$ cat src/rtl/serial_frame_loader.sv
// Deserialises framed MSB-first serial words with optional parity and emits a
// one-cycle load strobe (or parity_error strobe) when each frame completes.
module serial_frame_loader #(
  parameter int WIDTH      = 8,
  parameter int PARITY_EN  = 1,
  parameter int ODD_PARITY = 0
) (
  input  logic             clk,
  input  logic             reset,
  input  logic             frame_start,
  input  logic             serial_valid,
  input  logic             serial_in,
  output logic [WIDTH-1:0] data_out,
  output logic             load_enable,
  output logic             parity_error,
  output logic             busy
);

  localparam int CNT_W = (WIDTH > 2) ? $clog2(WIDTH) : 1;
  localparam logic [CNT_W-1:0] LAST_BIT = CNT_W'(WIDTH - 1);
  localparam logic PARITY_TARGET = (ODD_PARITY != 0);

  typedef enum logic [1:0] {
    IDLE   = 2'd0,
    SHIFT  = 2'd1,
    PARITY = 2'd2
  } state_t;

  state_t           state_q,  state_d;
  logic [CNT_W-1:0] cnt_q,    cnt_d;
  logic [WIDTH-1:0] shift_q,  shift_d;
  logic [WIDTH-1:0] data_q,   data_d;
  logic             load_q,   load_d;
  logic             perr_q,   perr_d;
  logic             busy_q,   busy_d;

  logic [WIDTH-1:0] shifted;
  logic             parity_ok;

  assign shifted   = {shift_q[WIDTH-2:0], serial_in};
  assign parity_ok = ((^shift_q) ^ serial_in) == PARITY_TARGET;

  always_comb begin
    state_d = state_q;
    cnt_d   = cnt_q;
    shift_d = shift_q;
    data_d  = data_q;
    load_d  = 1'b0;
    perr_d  = 1'b0;

    // A new frame_start always wins, aborting any frame in progress silently.
    if (frame_start) begin
      state_d = SHIFT;
      cnt_d   = '0;
      shift_d = '0;
    end else begin
      case (state_q)
        SHIFT: begin
          if (serial_valid) begin
            shift_d = shifted;
            if (cnt_q == LAST_BIT) begin
              cnt_d = '0;
              if (PARITY_EN != 0) begin
                state_d = PARITY;
              end else begin
                state_d = IDLE;
                data_d  = shifted;
                load_d  = 1'b1;
              end
            end else begin
              cnt_d = cnt_q + CNT_W'(1);
            end
          end
        end
        PARITY: begin
          if (serial_valid) begin
            state_d = IDLE;
            if (parity_ok) begin
              data_d = shift_q;
              load_d = 1'b1;
            end else begin
              perr_d = 1'b1;
            end
          end
        end
        default: begin
          state_d = IDLE;
        end
      endcase
    end

    busy_d = (state_d != IDLE);
  end

  always_ff @(posedge clk) begin
    if (!reset) begin
      state_q <= IDLE;
      cnt_q   <= '0;
      shift_q <= '0;
      data_q  <= '0;
      load_q  <= 1'b0;
      perr_q  <= 1'b0;
      busy_q  <= 1'b0;
    end else begin
      state_q <= state_d;
      cnt_q   <= cnt_d;
      shift_q <= shift_d;
      data_q  <= data_d;
      load_q  <= load_d;
      perr_q  <= perr_d;
      busy_q  <= busy_d;
    end
  end

  assign data_out     = data_q;
  assign load_enable  = load_q;
  assign parity_error = perr_q;
  assign busy         = busy_q;

endmodule
$ cat config.mk
export PLATFORM = sky130hd
export DESIGN_NAME = serial_frame_loader
export DESIGN_NICKNAME = d
export VERILOG_FILES = /design/src/rtl/serial_frame_loader.sv
export SDC_FILE = /design/constraint.sdc
export NUM_CORES = 1
export LEC_CHECK = 0
export ABC_CLOCK_PERIOD_IN_PS = 2280
export CAP_MARGIN = 10
export CORE_ASPECT_RATIO = 1.4
export CORE_MARGIN = 4
export CORE_UTILIZATION = 28
export DETAILED_ROUTE_END_ITERATION = 7
export GPL_ROUTABILITY_DRIVEN = 0
export PLACE_DENSITY = 0.55
export SLEW_MARGIN = 20
export SYNTH_ARGS = -nofsm -noshare
export SYNTH_HDL_FRONTEND = slang
export SYNTH_SLANG_ARGS = --single-unit
$ cat constraint.sdc
create_clock -name clk -period 2.28 [get_ports clk]
set_input_delay 0.456 -clock clk [delete_from_list [all_inputs] [get_ports clk]]
set_output_delay 0.456 -clock clk [all_outputs]
set_load 0.02 [all_outputs]
==> run metrics <==
Synth Area per Inst 8.82 um^2; Die Y 80.1 um; Hold Path Origin data_out[2]; n_diodes 0; Buf+Inv Stages, Crit Path 1; DR DRC count 0; 1st-pass router iterations 3; max incr delay on CP 0.51 ns; GR Util All Layers 9.22%; Hold WS 0.457 ns; sequential area share after synthesis 46.2%; Max Fclk 501 MHz; Starting Density 30.0%; GR Util met2 16.2%; DP Area 1230 um^2; setup bufs post-CTS 0; Max VDD drop 0.000286 V; Clock Tree Root clkbuf_8; initial antenna violation count 0; number of flops mapped to enable cells by yosys 0; CP arrival 2.16 ns; Async S/R FF share, synth 0%; Final setup viols 0; fin crit share 87.5%; r2r worst-path depth 4; GR peak layer met2; critical-path maximum fanout 9; fin nets 143; DIE AREA 4770 um^2; netlist area before placement 1040 um^2; crit path max-delay cell type clkdlybuf4s50_1; Pleak 0.000450 uW; CTS tree yes; min cycle time layout 2.00 ns; met3 Use GR 1.45%; R2R Path Start shift_q[0]; Crit. End Element flip-flop; share of post-route cells with drive strength above 1 5.26%; unrepaired setup endpoints after global routing false; Worst Hold Class reg -> reg; clock slew at reported path FFs 0.08 ns; proportion of netlist area held by the largest area contributor 46.2%; input/output buffers 15; Reg2Reg Setup Slack 0.57 ns; pins over their slew limit 0; Yosys reg bits 24; number of global-route vias before repair 805; Warnings, synthesis 0; WHS Path Cells 2; Crit Path Category in -> reg; Distinct cells, synth 21; row cnt 25; Slew headroom 66.9%; htree depth 1; core region area 3470 um^2; Clock Sinks 24; status finished, final reports clean; Bufs on Longest Clock Path 2; first-pass GRT wire length 3420 um; Iter 0 DRT Violations 12; Yosys top cell by area dfxtp_1; CTS-repair resized insts 0; largest net degree at the start of global routing 20; Hold Path End data_out[2]; WL per Instance 11.3 um; post-route ant nets 0; grt met1 use 10.1%; Top delay family on crit path XOR/XNOR gates; Fin Clk Skew 0.00340 ns; via count 786; crit start category input pin; Synth Instances 118; Synth area leaders dfxtp_1, nand2_1, mux2i_1; final WL 1960 um; area growth from synthesis to layout 24.6%; hold buffers post-CTS 0; I/O pin cnt 16; HPWL after DPL 1500 um; Via density 4.54; Crit. path cell count 5; CP cell instances clkdlybuf4s50_1 > xor2_1 > xnor3_1 > mux2_4 > and2_1; Hold Violations, Final 0; Max-cap violations 0; Num CTS Buffers 3; die width 59.5 um; Pwr Density 644 nW/um^2; Post-synth top flop dfxtp_1; Mapped Nets 127; Critical Path RT 2.45 ns; worst skew pair latency 0.27 ns; Slew @ Worst Pin 0.497 ns; GR Overflow Total 0; fin area 1300 um^2; worst reg2reg path endpoint load_enable
-- routing by layer --
layer | up-vias | share of wire [%]
met5 | - | 0
met4 | 0 | 1.7
met3 | 4 | 3.4
met2 | 10 | 51
met1 | 359 | 44
li1 | 413 | -
-- worst min-delay path, delay by kind of cell (launching register included) --
kind	cells	cell delay [ns]
flops	1	0.31
simple gates	1	0.05
mux	1	0.05
-- power breakdown --
group          leakage [uW]  switching (uW)  internal, uW
combinational      0.000221            22.6          18.3
sequential         0.000194            1.79           421
clock             0.0000357             137           235
-- layout make-up --
class | instances | area, um^2
Clock inverter | 1 | 30.0
Fill cell | 358 | 2170
Clock buffer | 3 | 41.3
Multi-Input combinational cell | 86 | 523
Inverter | 2 | 7.51
Sequential cell | 24 | 480
Timing Repair Buffer | 17 | 165
Tap cell | 40 | 50.0
-- through the flow --
step           setup WS, ns  power (uW)  std cells  setup TNS (ns)  util, %
3_3_place_gp         0.0345         474        169               0     35.3
4_1_cts               0.281         851        173               0     37.4
5_1_grt               0.232         866        173               0     37.4
3_5_place_dp       -0.00612         475        169        -0.00612     35.3
2_1_floorplan         0.544         457        118               0        -
6_report              0.285         836        173               0     37.4
-- worst max path at each step --
stage,start,to,slack [ns]
floorplan,serial_in,load_enable,0.54
global placement,serial_in,load_enable,0.03
detailed placement,serial_in,load_enable,-0.006
CTS,serial_in,load_enable,0.28
global route,serial_in,load_enable,0.23
finish,serial_in,load_enable,0.28
-- cell usage in the layout, fill, tap and decap left out, types with 3 or more instances in the layout --
cell             synthesis  routed
dfxtp_1                 24      24
nor3_1                   4       4
mux2i_1                  8       8
a21oi_1                 13      13
clkdlybuf4s50_1          0      15
nand2_1                 40      40
ha_1                     4       4
xnor2_1                  3       3
clkbuf_8                 0       3
-- cells by family (layout without fill, tap and decap cells) --
family          Yosys count  count (layout)  synth area share (%)
simple gates             51              51                  20.2
mux                       9               9                  9.13
buf+inv                   8              23                  3.61
xor+xnor                  6               6                  7.69
compound gates           16              16                  8.41
flops                    24              24                  46.2
fa+ha+maj                 4               4                  4.81
-- synth_stat cells, drive strengths merged (2+ instances only) --
cell    count
o21a        2
nand2      40
mux2i       8
and2        2
nor2        2
a21oi      13
ha          4
buf         2
inv         2
xnor2       3
clkbuf      4
nor3        4
xnor3       2
dfxtp      24
-- state kept, by name, summed over array words and instances, names as in the netlist --
register and count:
load_enable 1, shift_q 8, parity_error 1, busy 1
data_out 8, cnt_q 3, state_q 2
Note: power is estimated with default switching activity, not from simulation.
